[src/rtl/com_uart_if.sv]
// CPU communications-port bus between the CPU (master) and com_uart (slave).
interface com_uart_if;
    logic [7:0] com_addr;
    logic [7:0] com_wr;
    logic       com_wr_en;
    logic       com_rd_en;
    logic [7:0] com_rd;

    modport master (output com_addr, output com_wr, output com_wr_en, output com_rd_en, input com_rd);
    modport slave  (input com_addr, input com_wr, input com_wr_en, input com_rd_en, output com_rd);
endinterface

[src/rtl/com_uart.sv]
// Memory-mapped 8N1 UART with TX/RX FIFOs behind the CPU COM port.
// Optional CTRL register and internal loopback: define COM_LOOPBACK_EN.
module com_uart #(
    parameter int CLKS_PER_BIT = 434,
    parameter int FIFO_DEPTH   = 8
) (
    input  logic       clk,
    input  logic       rst,
    com_uart_if.slave  bus,
    output logic       uart_tx,
    input  logic       uart_rx,
    output logic       irq
);
    localparam int AW = $clog2(FIFO_DEPTH);
    localparam int CW = $clog2(CLKS_PER_BIT);
    localparam logic [CW-1:0] CNT_MAX  = CW'(CLKS_PER_BIT - 1);
    localparam logic [CW-1:0] CNT_HALF = CW'(CLKS_PER_BIT / 2 - 1);
    localparam logic [7:0] A_DATA   = 8'h01;
    localparam logic [7:0] A_STATUS = 8'h02;
    localparam logic [7:0] A_CLEAR  = 8'h03;

    typedef enum logic [1:0] {S_IDLE, S_START, S_DATA, S_STOP} state_t;

    logic [7:0]    tx_mem_q [FIFO_DEPTH];
    logic [AW:0]   tx_wptr_q, tx_rptr_q;
    logic          tx_full_s, tx_empty_s, tx_push_s, tx_pop_s, tx_end_s;
    logic [7:0]    tx_head_s;
    state_t        tx_state_q;
    logic [CW-1:0] tx_cnt_q;
    logic [2:0]    tx_bit_q;
    logic [7:0]    tx_shift_q;
    logic          tx_line_q;

    logic [7:0]    rx_mem_q [FIFO_DEPTH];
    logic [AW:0]   rx_wptr_q, rx_rptr_q, rx_wptr_d, rx_rptr_d;
    logic          rx_full_s, rx_empty_s, rx_pop_s, rx_push_s, rx_write_s, rx_done_s;
    logic          rx_in_s, rx_meta_q, rx_sync_q, rx_prev_q;
    state_t        rx_state_q;
    logic [CW-1:0] rx_cnt_q;
    logic [2:0]    rx_bit_q;
    logic [7:0]    rx_shift_q;

    logic          overrun_q, frame_err_q, irq_q;
    logic          overrun_set_s, frame_set_s, clr_wr_s;
    logic [7:0]    rd_s;

    assign tx_empty_s = (tx_wptr_q == tx_rptr_q);
    assign tx_full_s  = (tx_wptr_q[AW] != tx_rptr_q[AW]) && (tx_wptr_q[AW-1:0] == tx_rptr_q[AW-1:0]);
    assign tx_head_s  = tx_mem_q[tx_rptr_q[AW-1:0]];
    assign tx_push_s  = bus.com_wr_en && (bus.com_addr == A_DATA) && !tx_full_s;
    assign tx_end_s   = (tx_cnt_q == CNT_MAX);
    // The FSM may refill from STOP so consecutive frames are gapless.
    assign tx_pop_s   = !tx_empty_s && ((tx_state_q == S_IDLE) || ((tx_state_q == S_STOP) && tx_end_s));

    assign rx_empty_s = (rx_wptr_q == rx_rptr_q);
    assign rx_full_s  = (rx_wptr_q[AW] != rx_rptr_q[AW]) && (rx_wptr_q[AW-1:0] == rx_rptr_q[AW-1:0]);
    assign rx_pop_s   = bus.com_rd_en && (bus.com_addr == A_DATA) && !rx_empty_s;
    assign rx_done_s  = (rx_state_q == S_STOP) && (rx_cnt_q == CNT_MAX);
    assign rx_push_s  = rx_done_s && rx_sync_q;
    assign frame_set_s = rx_done_s && !rx_sync_q;
    assign rx_write_s  = rx_push_s && (!rx_full_s || rx_pop_s);
    assign overrun_set_s = rx_push_s && rx_full_s && !rx_pop_s;
    assign clr_wr_s    = bus.com_wr_en && (bus.com_addr == A_CLEAR);

`ifdef COM_LOOPBACK_EN
    logic loopback_q;

    // CTRL register: loopback enable.
    always_ff @(posedge clk) begin
        if (!rst) begin
            loopback_q <= 1'b0;
        end else if (bus.com_wr_en && (bus.com_addr == 8'h04)) begin
            loopback_q <= bus.com_wr[0];
        end else begin
            loopback_q <= loopback_q;
        end
    end

    assign rx_in_s = loopback_q ? tx_line_q : uart_rx;
    assign uart_tx = tx_line_q | loopback_q;
`else
    assign rx_in_s = uart_rx;
    assign uart_tx = tx_line_q;
`endif
    assign irq = irq_q;

    // TX FIFO storage and pointers.
    always_ff @(posedge clk) begin
        if (!rst) begin
            tx_wptr_q <= {(AW+1){1'b0}};
            tx_rptr_q <= {(AW+1){1'b0}};
        end else begin
            if (tx_push_s) begin
                tx_mem_q[tx_wptr_q[AW-1:0]] <= bus.com_wr;
            end
            tx_wptr_q <= tx_wptr_q + {{AW{1'b0}}, tx_push_s};
            tx_rptr_q <= tx_rptr_q + {{AW{1'b0}}, tx_pop_s};
        end
    end

    // TX serialiser: start, 8 data bits LSB first, stop.
    always_ff @(posedge clk) begin
        if (!rst) begin
            tx_state_q <= S_IDLE;
            tx_cnt_q   <= {CW{1'b0}};
            tx_bit_q   <= 3'd0;
            tx_shift_q <= 8'h00;
            tx_line_q  <= 1'b1;
        end else begin
            case (tx_state_q)
                S_IDLE: begin
                    if (tx_pop_s) begin
                        tx_shift_q <= tx_head_s;
                        tx_line_q  <= 1'b0;
                        tx_cnt_q   <= {CW{1'b0}};
                        tx_state_q <= S_START;
                    end
                end
                S_START: begin
                    if (tx_end_s) begin
                        tx_cnt_q   <= {CW{1'b0}};
                        tx_line_q  <= tx_shift_q[0];
                        tx_shift_q <= {1'b0, tx_shift_q[7:1]};
                        tx_bit_q   <= 3'd0;
                        tx_state_q <= S_DATA;
                    end else begin
                        tx_cnt_q <= tx_cnt_q + {{(CW-1){1'b0}}, 1'b1};
                    end
                end
                S_DATA: begin
                    if (tx_end_s) begin
                        tx_cnt_q <= {CW{1'b0}};
                        if (tx_bit_q == 3'd7) begin
                            tx_line_q  <= 1'b1;
                            tx_state_q <= S_STOP;
                        end else begin
                            tx_line_q  <= tx_shift_q[0];
                            tx_shift_q <= {1'b0, tx_shift_q[7:1]};
                            tx_bit_q   <= tx_bit_q + 3'd1;
                        end
                    end else begin
                        tx_cnt_q <= tx_cnt_q + {{(CW-1){1'b0}}, 1'b1};
                    end
                end
                S_STOP: begin
                    if (tx_end_s) begin
                        tx_cnt_q <= {CW{1'b0}};
                        if (tx_pop_s) begin
                            tx_shift_q <= tx_head_s;
                            tx_line_q  <= 1'b0;
                            tx_state_q <= S_START;
                        end else begin
                            tx_state_q <= S_IDLE;
                        end
                    end else begin
                        tx_cnt_q <= tx_cnt_q + {{(CW-1){1'b0}}, 1'b1};
                    end
                end
                default: begin
                    tx_state_q <= S_IDLE;
                    tx_line_q  <= 1'b1;
                end
            endcase
        end
    end

    // Two-stage synchroniser plus edge history for start detection.
    always_ff @(posedge clk) begin
        if (!rst) begin
            rx_meta_q <= 1'b1;
            rx_sync_q <= 1'b1;
            rx_prev_q <= 1'b1;
        end else begin
            rx_meta_q <= rx_in_s;
            rx_sync_q <= rx_meta_q;
            rx_prev_q <= rx_sync_q;
        end
    end

    // RX deserialiser: mid-bit sampling, false-start rejection.
    always_ff @(posedge clk) begin
        if (!rst) begin
            rx_state_q <= S_IDLE;
            rx_cnt_q   <= {CW{1'b0}};
            rx_bit_q   <= 3'd0;
            rx_shift_q <= 8'h00;
        end else begin
            case (rx_state_q)
                S_IDLE: begin
                    rx_cnt_q <= {CW{1'b0}};
                    if (rx_prev_q && !rx_sync_q) begin
                        rx_state_q <= S_START;
                    end
                end
                S_START: begin
                    if (rx_cnt_q == CNT_HALF) begin
                        rx_cnt_q   <= {CW{1'b0}};
                        rx_bit_q   <= 3'd0;
                        rx_state_q <= rx_sync_q ? S_IDLE : S_DATA;
                    end else begin
                        rx_cnt_q <= rx_cnt_q + {{(CW-1){1'b0}}, 1'b1};
                    end
                end
                S_DATA: begin
                    if (rx_cnt_q == CNT_MAX) begin
                        rx_cnt_q   <= {CW{1'b0}};
                        rx_shift_q <= {rx_sync_q, rx_shift_q[7:1]};
                        rx_bit_q   <= rx_bit_q + 3'd1;
                        if (rx_bit_q == 3'd7) begin
                            rx_state_q <= S_STOP;
                        end
                    end else begin
                        rx_cnt_q <= rx_cnt_q + {{(CW-1){1'b0}}, 1'b1};
                    end
                end
                S_STOP: begin
                    if (rx_done_s) begin
                        rx_cnt_q   <= {CW{1'b0}};
                        rx_state_q <= S_IDLE;
                    end else begin
                        rx_cnt_q <= rx_cnt_q + {{(CW-1){1'b0}}, 1'b1};
                    end
                end
                default: rx_state_q <= S_IDLE;
            endcase
        end
    end

    // Next RX pointers; a same-cycle pop frees the slot the push then uses.
    always_comb begin
        rx_wptr_d = rx_wptr_q + {{AW{1'b0}}, rx_write_s};
        rx_rptr_d = rx_rptr_q + {{AW{1'b0}}, rx_pop_s};
    end

    // RX FIFO storage, pointers and interrupt.
    always_ff @(posedge clk) begin
        if (!rst) begin
            rx_wptr_q <= {(AW+1){1'b0}};
            rx_rptr_q <= {(AW+1){1'b0}};
            irq_q     <= 1'b0;
        end else begin
            if (rx_write_s) begin
                rx_mem_q[rx_wptr_q[AW-1:0]] <= rx_shift_q;
            end
            rx_wptr_q <= rx_wptr_d;
            rx_rptr_q <= rx_rptr_d;
            irq_q     <= (rx_wptr_d != rx_rptr_d);
        end
    end

    // Sticky error flags; a set in the same cycle as a clear wins.
    always_ff @(posedge clk) begin
        if (!rst) begin
            overrun_q   <= 1'b0;
            frame_err_q <= 1'b0;
        end else begin
            overrun_q   <= overrun_set_s | (overrun_q & ~(clr_wr_s & bus.com_wr[4]));
            frame_err_q <= frame_set_s | (frame_err_q & ~(clr_wr_s & bus.com_wr[5]));
        end
    end

    // Read-data decode.
    always_comb begin
        rd_s = 8'h00;
        case (bus.com_addr)
            A_DATA:   rd_s = rx_empty_s ? 8'h00 : rx_mem_q[rx_rptr_q[AW-1:0]];
            A_STATUS: rd_s = {1'b0, (tx_state_q != S_IDLE), frame_err_q, overrun_q,
                              rx_full_s, rx_empty_s, tx_empty_s, tx_full_s};
`ifdef COM_LOOPBACK_EN
            8'h04:    rd_s = {7'd0, loopback_q};
`endif
            default:  rd_s = 8'h00;
        endcase
    end

    assign bus.com_rd = rd_s;
endmodule

[src/flat_wrapper.sv]
// flat-port wrapper written by rule: the top's interface ports become plain ports
module com_uart_flat 
#(
    parameter int CLKS_PER_BIT = 434,
    parameter int FIFO_DEPTH   = 8
)
  (clk, rst, uart_tx, uart_rx, irq, bus_com_addr, bus_com_wr, bus_com_wr_en, bus_com_rd_en, bus_com_rd);
  com_uart_if bus_i ();
  input  logic clk;
  input  logic rst;
  output logic uart_tx;
  input  logic uart_rx;
  output logic irq;
  input wire logic [$bits(bus_i.com_addr)-1:0] bus_com_addr;
  input wire logic [$bits(bus_i.com_wr)-1:0] bus_com_wr;
  input wire logic [$bits(bus_i.com_wr_en)-1:0] bus_com_wr_en;
  input wire logic [$bits(bus_i.com_rd_en)-1:0] bus_com_rd_en;
  output wire logic [$bits(bus_i.com_rd)-1:0] bus_com_rd;
  assign bus_i.com_addr = bus_com_addr;
  assign bus_i.com_wr = bus_com_wr;
  assign bus_i.com_wr_en = bus_com_wr_en;
  assign bus_i.com_rd_en = bus_com_rd_en;
  assign bus_com_rd = bus_i.com_rd;
  com_uart #(.CLKS_PER_BIT(CLKS_PER_BIT), .FIFO_DEPTH(FIFO_DEPTH)) u_core (.clk(clk), .rst(rst), .bus(bus_i), .uart_tx(uart_tx), .uart_rx(uart_rx), .irq(irq));
endmodule
[config.mk]
export PLATFORM = sky130hd
export DESIGN_NAME = com_uart_flat
export DESIGN_NICKNAME = d
export VERILOG_FILES = /design/src/rtl/com_uart_if.sv /design/src/rtl/com_uart.sv /design/src/flat_wrapper.sv
export SDC_FILE = /design/constraint.sdc
export NUM_CORES = 1
export LEC_CHECK = 0
export CAP_MARGIN = 20
export CORE_MARGIN = 2
export CORE_UTILIZATION = 35
export DETAILED_ROUTE_END_ITERATION = 6
export GPL_ROUTABILITY_DRIVEN = 0
export PLACE_DENSITY_LB_ADDON = 0.1
export SETUP_SLACK_MARGIN = 0.3
export SLEW_MARGIN = 20
export SYNTH_ARGS = -nofsm -noshare
export SYNTH_HDL_FRONTEND = slang
export SYNTH_SLANG_ARGS = --single-unit
[constraint.sdc]
create_clock -name clk -period 7.93 [get_ports clk]
set_input_delay 0.793 -clock clk [delete_from_list [all_inputs] [get_ports clk]]
set_output_delay 0.793 -clock clk [all_outputs]
set_load 0.01 [all_outputs]
==> results.md, run 1 <==
- Residual DRC: 0
- DP Worst Slack: 4070 ps
- Flop pwr share: 0.515
- Seq cells post-synth: 195
- Post-synth EDFFs: 128
- Largest net degree at the start of global routing: 38
- Share of layout cells above drive strength 1: 0.126
- Synth top area share: 0.460
- Max Cap Viol: 0
- Crit Path Max Fanout: 19
- Period utilisation layout: 0.491
- Sink Count: 195
- Static Leak: 0.00326 uW
- Critical R2R Capture: u_core.irq$_SDFF_PN0_
- Int Power: 1590 uW
- Initial antenna violation count: 0
- Final hold vios: 0
- Critical path class: register to primary output
- Syn Area/Cell: 13.6 um2
- Clock network fraction of total power: 0.403
- Post_cts resized: 0
- Final count of negative-setup-slack endpoints: 0
- Routed vias/inst: 5.04
- Unique masters post-synth: 57
- Flop2flop setup slack: 4780 ps
- VDD IR max: 0.101 mV
- 1st-iter DRT viols: 302
- Final slew viol count: 0
- Outcome: finished, final reports clean
- Drt wl/cell: 18.4 um
- Cell with the most instances after synthesis: edfxtp_1
- Total die area: 0.0251 mm2
- Sw Pwr: 547 uW
- Max frequency: 0.257 GHz
- Fin util: 0.409
- Reg2Reg Launch Point: u_core.rx_rptr_q[1]$_SDFF_PN0_
- Min-Delay Endpoint: u_core.rx_sync_q$_SDFF_PN1_
- Row count: 56
- Overall routed net length: 17.9 mm
- GRT Total Usage: 0.154
- Vias in the first global route: 5038
- Sequential-to-total area share from yosys stat: 0.620
- Port Buffers: 30
- Layout Nets: 693
- Core ar.: 0.0235 mm2
- Reg clk slew, reported paths: 80 ps
- Post-synth top flop: edfxtp_1
- Clock Skews: 13.5 ps
- RSZ-0062 raised after global routing: no
- Async SR Flop Fraction: 0
- Min-delay src: u_core.rx_meta_q$_SDFF_PN1_
- Via count: 4929
- Yosys warns: 0
- Syn Std Cell Area: 0.00836 mm2
- Area growth from synthesis to layout: 15.0%
- Post-synth top cells: edfxtp_1, dfxtp_1, nor2_1
- CP Launch Type: register
- Initial Utilization: 0.356
- First-pass iteration count of the detailed router: 4
- Number of hold buffers added after cts: 0
- Synth top area cells: edfxtp_1, dfxtp_1, mux4_2
- Antenna cells: 0
- Pwr Total: 2140 uW
- Relative slew slack: 0.244
- TritonCTS Buffers: 17
- Arrival @ worst endpoint: 3100 ps
- Reg2reg path depth: 10
- Sw Share: 0.256
- Worst hold slack: 423 ps
- H-tree levels: 4
- Hold path cells: 1
- Synth Instances: 615
- IO Pins: 31
- Post-CTS setup buffer count: 0
- Crit end category: primary output
- Die H: 159 um
- TritonCTS clock tree: yes
- Post-route ant nets: 0
- Clock latency on the worst-skew pair: 430 ps
- Cell taking the most area after synthesis: edfxtp_1
- Root buffer cell: clkbuf_16
- Die W: 159 um
- Slew @ Worst Pin: 1130 ps
- Grt ovf: 0
- Net count after synthesis: 662
- WP data required: 7140 ps
- Fin crit period: 3900 ps
- Min setup slack post-route: 4030 ps
- Clock buffer depth: 2
- Detailed Place HPWL: 12.0 mm
- PwrDens: 222 mW/mm2
- Setup TNS: 0 ps
- Combinational power share: 0.082
- Global-route wire length before repair: 28.6 mm
- Hold Crit Class: register to register
[stage by stage]
stage / std cells / cell area, um2
after floorplan: 615 / 8360
after global placement: 946 / 9010
after detailed placement: 946 / 9010
after CTS: 978 / 9610
after global routing: 978 / 9610
final: 978 / 9610
[worst max path at each step]
stage	startpoint	cells past startpoint	end	slack (ps)
2_1_floorplan	bus_com_addr[3]	5	u_core.rx_mem_q[1][0]$_DFFE_PP_	5140
3_3_place_gp	bus_com_addr[3]	7	bus_com_rd[3]	4150
3_5_place_dp	bus_com_addr[3]	7	bus_com_rd[3]	4070
4_1_cts	u_core.tx_rptr_q[1]$_SDFF_PN0_	5	bus_com_rd[0]	3920
5_1_grt	u_core.rx_rptr_q[1]$_SDFF_PN0_	6	bus_com_rd[1]	3700
6_report	u_core.rx_rptr_q[1]$_SDFF_PN0_	6	bus_com_rd[6]	4030
[critical path: stages, from the launching register on]
cell and delay (ps):
dfxtp_1 980, xor2_1 140, nor3_1 390, nand2_1 120
nand3_1 340, o21ai_0 190, clkdlybuf4s50_1 510
[final cells by class]
cell class | instances | area (um2)
tap | 319 | 399
sequential | 195 | 5180
timing repair buffer | 41 | 383
fill | 2190 | 13900
clock buffer | 17 | 425
inverter | 18 | 67.6
multi-input combinational | 373 | 2970
clock inverter | 15 | 175
[cells by family (layout without fill, tap and decap cells)]
kind of cell             Yosys count  in the layout  share of synthesized area
AO/OA/AOI/OAI                     89             89                     0.0690
AND/OR/NAND/NOR                  179            179                      0.112
adder cells (fa/ha/maj)           26             26                     0.0389
XOR/XNOR                          28             28                     0.0302
multiplexers                      51             51                      0.106
flip-flops                       195            195                      0.620
buffers and inverters             47             91                     0.0237
[state kept, by name, summed over array words and instances, names as in the netlist, 2 cells and up, named ones only]
| name | cells |
|---|---|
| u_core.tx_wptr_q | 4 |
| u_core.rx_bit_q | 3 |
| u_core.tx_cnt_q | 9 |
| u_core.rx_wptr_q | 4 |
| u_core.rx_rptr_q | 4 |
| u_core.tx_mem_q | 64 |
| u_core.tx_bit_q | 3 |
| u_core.tx_shift_q | 8 |
| u_core.rx_mem_q | 64 |
| u_core.rx_cnt_q | 9 |
| u_core.tx_state_q | 2 |
| u_core.rx_shift_q | 8 |
| u_core.tx_rptr_q | 4 |
[routing by layer]
layer  vias up  GRT usage  wire length, um
li1       2358          -                -
met1      2497      0.195             8000
met2        64      0.272             9290
met3        10     0.0332              515
met4         0     0.0360              139
met5         -          0                0
[placed cells by master, fill, tap and decap left out, drive strengths merged, types with 22 or more instances in the layout]
cell / instances
nand2: 34
nand3: 22
nor2: 52
a21oi: 26
clkdlybuf4s50: 30
mux4: 29
ha: 26
edfxtp: 128
dfxtp: 67
inv: 26
[power by group through the flow]
stage	Combinational (uW)	Clock (uW)	Sequential (uW)
5_1_grt	196	931	1100
2_1_floorplan	126	0	1120
3_5_place_dp	178	0	1120
6_report	175	861	1100
3_3_place_gp	174	0	1120
4_1_cts	179	897	1100
Power figures use the tool's default switching activity.
==> inputs of run 2 (changes only) <==
clock period = 4.05 ns   (was 7.93 ns; I/O delays follow)
==> run 2 against run 1 <==
First-iteration DRC count shrank 24%. Utilization up 0.45 points. Via count is 0.65% lower. Sequential share of layout area decreased by 0.58 points. Routed wire length is 1.4% higher. Final area increased by 1.1%. Critical path type unchanged.
==> results.md, run 2 (synthesized netlist as in run 1, its figures left out) <==
- Outcome: finished, final reports clean
- Overall routed net length: 18.2 mm
- RSZ-0062 raised after global routing: no
- Via count: 4897
- Grt ovf: 0
- Reg clk slew, reported paths: 80 ps
- Total die area: 0.0251 mm2
- Max Cap Viol: 0
- Clock latency on the worst-skew pair: 440 ps
- Final slew viol count: 0
- Fin util: 0.414
- Layout Nets: 701
- DP Worst Slack: 903 ps
- Detailed Place HPWL: 12.4 mm
- VDD IR max: 0.231 mV
- Global-route wire length before repair: 28.4 mm
- Max frequency: 0.318 GHz
- Largest net degree at the start of global routing: 33
- Initial Utilization: 0.356
- Static Leak: 0.00332 uW
- Int Power: 3190 uW
- WP data required: 3640 ps
- Setup crit end: bus_com_rd[0]
- GRT Total Usage: 0.154
- Combinational power share: 0.080
- H-tree levels: 4
- Post-CTS setup buffer count: 0
- Sw Share: 0.255
- TritonCTS clock tree: yes
- Final count of negative-setup-slack endpoints: 0
- Residual DRC: 0
- Crit path from: u_core.tx_wptr_q[1]$_SDFF_PN0_
- Number of hold buffers added after cts: 0
- Core ar.: 0.0235 mm2
- Hold Crit Class: register to register
- First-pass iteration count of the detailed router: 4
- Reg2Reg Launch Point: u_core.tx_wptr_q[2]$_SDFF_PN0_
- Share of layout cells above drive strength 1: 0.136
- 1st-iter DRT viols: 229
- Critical path class: register to primary output
- Most frequent cells in the layout: edfxtp_1, dfxtp_1, nor2_1
- Die W: 159 um
- Critical R2R Capture: u_core.tx_mem_q[3][7]$_DFFE_PP_
- Crit end category: primary output
- Initial antenna violation count: 0
- Flop2flop setup slack: 1310 ps
- Final hold vios: 0
- Flop pwr share: 0.503
- Port Buffers: 30
- Routed vias/inst: 4.97
- PwrDens: 440 mW/mm2
- IO Pins: 31
- Arrival @ worst endpoint: 2740 ps
- Fin crit period: 3150 ps
- Clock Skews: 19.0 ps
- Root buffer cell: clkbuf_16
- Crit Path Max Fanout: 8
- Setup TNS: 0 ps
- Slew @ Worst Pin: 982 ps
- Commonest non-fill, non-tap cell in the layout: edfxtp_1
- CP Launch Type: register
- Die H: 159 um
- Relative slew slack: 0.339
- Antenna cells: 0
- Vias in the first global route: 4986
- Row count: 56
- Period utilisation layout: 0.777
- TritonCTS Buffers: 17
- Clock buffer depth: 2
- Sw Pwr: 1090 uW
- Post_cts resized: 0
- Min setup slack post-route: 904 ps
- Drt wl/cell: 18.5 um
- Area growth from synthesis to layout: 16.2%
- Sink Count: 195
- Clock network fraction of total power: 0.416
- Reg2reg path depth: 5
- Post-route ant nets: 0
[run 2: cell type report]
type | instances | area [um2]
Timing Repair Buffer | 49 | 443
Fill cell | 2164 | 13800
Sequential cell | 195 | 5180
Clock inverter | 15 | 220
Inverter | 18 | 67.6
Multi-Input combinational cell | 373 | 2970
Clock buffer | 17 | 425
Tap cell | 319 | 399
[run 2: stage by stage]
step                std cells  hold slack (ps)  power, uW  area [um2]
floorplan                 615              386       2440        8360
global placement          954              441       2540        9070
detailed placement        954              436       2550        9070
CTS                       986              456       4340        9710
global route              986              460       4460        9710
finish                    986              438       4280        9710
[run 2: worst max-delay path: stages (launching register included)]
cell	delay [ps]
dfxtp_1	520
xor2_2	150
nor4_1	860
nand2_1	100
o21ai_0	100
clkdlybuf4s50_1	570
[run 2: power groups by stage]
stage | Clock, uW | Combinational, uW | Sequential (uW)
after floorplan | 0 | 247 | 2190
after global placement | 0 | 343 | 2200
after detailed placement | 0 | 348 | 2200
after CTS | 1830 | 349 | 2150
after global routing | 1920 | 380 | 2160
final | 1780 | 343 | 2150
[run 2: worst min path at each step]
stage | from | endpoint | depth (start not counted)
6_report | u_core.rx_meta_q$_SDFF_PN1_ | u_core.rx_sync_q$_SDFF_PN1_ | 1
3_5_place_dp | u_core.rx_meta_q$_SDFF_PN1_ | u_core.rx_sync_q$_SDFF_PN1_ | 1
2_1_floorplan | u_core.rx_meta_q$_SDFF_PN1_ | u_core.rx_sync_q$_SDFF_PN1_ | 1
3_3_place_gp | u_core.rx_meta_q$_SDFF_PN1_ | u_core.rx_sync_q$_SDFF_PN1_ | 1
4_1_cts | u_core.rx_meta_q$_SDFF_PN1_ | u_core.rx_sync_q$_SDFF_PN1_ | 1
5_1_grt | u_core.rx_meta_q$_SDFF_PN1_ | u_core.rx_sync_q$_SDFF_PN1_ | 1
[run 2: routing by layer]
metal  up-vias  part of all wire  global-route usage
li1       2377                 -                   -
met1      2453              0.45               0.191
met2        54              0.52               0.272
met3        13             0.024              0.0318
met4         0             0.010              0.0429
met5         -                 0                   0
==> inputs of run 3 (changes only) <==
clock period = 3.3 ns   (was 4.05 ns; I/O delays follow)
==> run 3 against run 2 <==
Clock skew decreased by 4.1 ps. Register-to-register slack got worse by 720 ps. Via count increased by 1.4%. Cell count unchanged. Worst setup slack lost 450 ps. Largest cell class unchanged. Largest power group unchanged.
==> results.md, run 3 (synthesized netlist as in run 1, its figures left out) <==
- Outcome: finished, final reports clean
- Sink Count: 195
- Int Power: 3840 uW
- Sw Pwr: 1340 uW
- TritonCTS clock tree: yes
- Final hold vios: 0
- Area growth from synthesis to layout: 16.3%
- Routed vias/inst: 5.04
- Clock latency on the worst-skew pair: 440 ps
- Hold Crit Class: register to register
- Relative slew slack: 0.436
- PwrDens: 533 mW/mm2
- Combinational power share: 0.083
- Worst path cell trace: clkdlybuf4s50_1, nor4_2, and2_1, and3b_1, nand2_1, o22ai_1, clkdlybuf4s50_1
- Share of layout cells above drive strength 1: 0.144
- Initial antenna violation count: 0
- Top Family by Delay on Critical Path: simple AND/OR/NAND/NOR gates
- Crit end category: primary output
- Total die area: 0.0251 mm2
- Most used cell, CP: clkdlybuf4s50_1
- Port Buffers: 30
- Layout Nets: 701
- Commonest non-fill, non-tap cell in the layout: edfxtp_1
- H-tree levels: 4
- Max Cap Viol: 0
- 1st-iter DRT viols: 284
- Core ar.: 0.0235 mm2
- Post-route cell area: 0.00972 mm2
- Final slew viol count: 0
- Critical path class: primary input to primary output
- Clock buffer depth: 2
- Detailed Place HPWL: 12.2 mm
- Slowest-stage cell, CP: clkdlybuf4s50_1
- Reg clk slew, reported paths: 80 ps
- Post-route ant nets: 0
- Fin util: 0.414
- Post-CTS setup buffer count: 0
- Clock Skews: 14.9 ps
- TritonCTS Buffers: 17
- Period utilisation layout: 0.863
- GRT Total Usage: 0.154
- CP Launch Type: primary input
- VDD IR max: 0.278 mV
- Global-route wire length before repair: 28.4 mm
- WP data required: 2970 ps
- Max frequency: 0.351 GHz
- Static Leak: 0.00332 uW
- Number of hold buffers added after cts: 0
- DP Worst Slack: 300 ps
- Worst hold slack: 437 ps
- Fin crit period: 2850 ps
- Slew @ Worst Pin: 843 ps
- Residual DRC: 0
- IO Pins: 31
- Grt ovf: 0
- Dpl cell area: 0.00907 mm2
- Clock network fraction of total power: 0.407
- Setup TNS: 0 ps
- Die H: 159 um
- Sw Share: 0.259
- Overall routed net length: 18.0 mm
- Critical path buffers and inverters: 2
- Arrival @ worst endpoint: 2520 ps
- Die W: 159 um
- Root buffer cell: clkbuf_16
- Flop pwr share: 0.510
- Antenna cells: 0
- Most frequent cells in the layout: edfxtp_1, dfxtp_1, nor2_1
- Initial Utilization: 0.356
- RSZ-0062 raised after global routing: yes
- Row count: 56
- Via count: 4966
- Min setup slack post-route: 451 ps
- Vias in the first global route: 5037
- Drt wl/cell: 18.3 um
- Largest net degree at the start of global routing: 24
- Worst stage delay on the critical path: 570 ps
- First-pass iteration count of the detailed router: 5
- Final count of negative-setup-slack endpoints: 0
- Crit Path Max Fanout: 6
[run 3: area by class of cell]
| type | instances | area (um2) |
|---|---|---|
| tap | 319 | 399 |
| multi-input combinational | 373 | 3000 |
| inverter | 18 | 67.6 |
| fill | 2167 | 13800 |
| timing repair buffer | 49 | 450 |
| clock inverter | 15 | 196 |
| sequential | 195 | 5190 |
| clock buffer | 17 | 425 |
[run 3: final timing paths]
check / from / end / slack (ps) / depth (start not counted)
worst max register to register: u_core.rx_state_q[0]$_SDFFE_PN0P_ / u_core.rx_mem_q[0][6]$_DFFE_PP_ / 590 / 6
worst min register to register: u_core.rx_meta_q$_SDFF_PN1_ / u_core.rx_sync_q$_SDFF_PN1_ / 440 / 1
worst min-delay path: u_core.rx_meta_q$_SDFF_PN1_ / u_core.rx_sync_q$_SDFF_PN1_ / 440 / 1
worst max-delay path: bus_com_addr[3] / bus_com_rd[3] / 450 / 7
[run 3: per-stage QoR]
stage	total power, uW	instances
after floorplan	3000	615
after global placement	3120	954
after detailed placement	3130	954
after CTS	5260	986
after global routing	5410	986
final	5180	986
[run 3: metal layers]
metal	wire (um)	vias to the layer above	GRT usage	part of all wire
met4	220	0	0.0395	0.012
met1	7960	2496	0.193	0.44
li1	-	2382	-	-
met3	613	19	0.0332	0.034
met2	9220	69	0.271	0.51
met5	0	-	0	0
[run 3: timing repair]
item,in CTS,in global routing
resized for setup,1,6
endpoints found under the setup margin,1,7
pin swaps,0,0
hold endpoints to repair,0,0
cloned,0,0
[run 3: power groups by stage]
stage | sequential (uW) | clock (uW) | combinational (uW)
after global routing | 2650 | 2280 | 478
final | 2640 | 2110 | 429
after floorplan | 2690 | 0 | 303
after CTS | 2640 | 2180 | 433
after global placement | 2700 | 0 | 423
after detailed placement | 2700 | 0 | 431
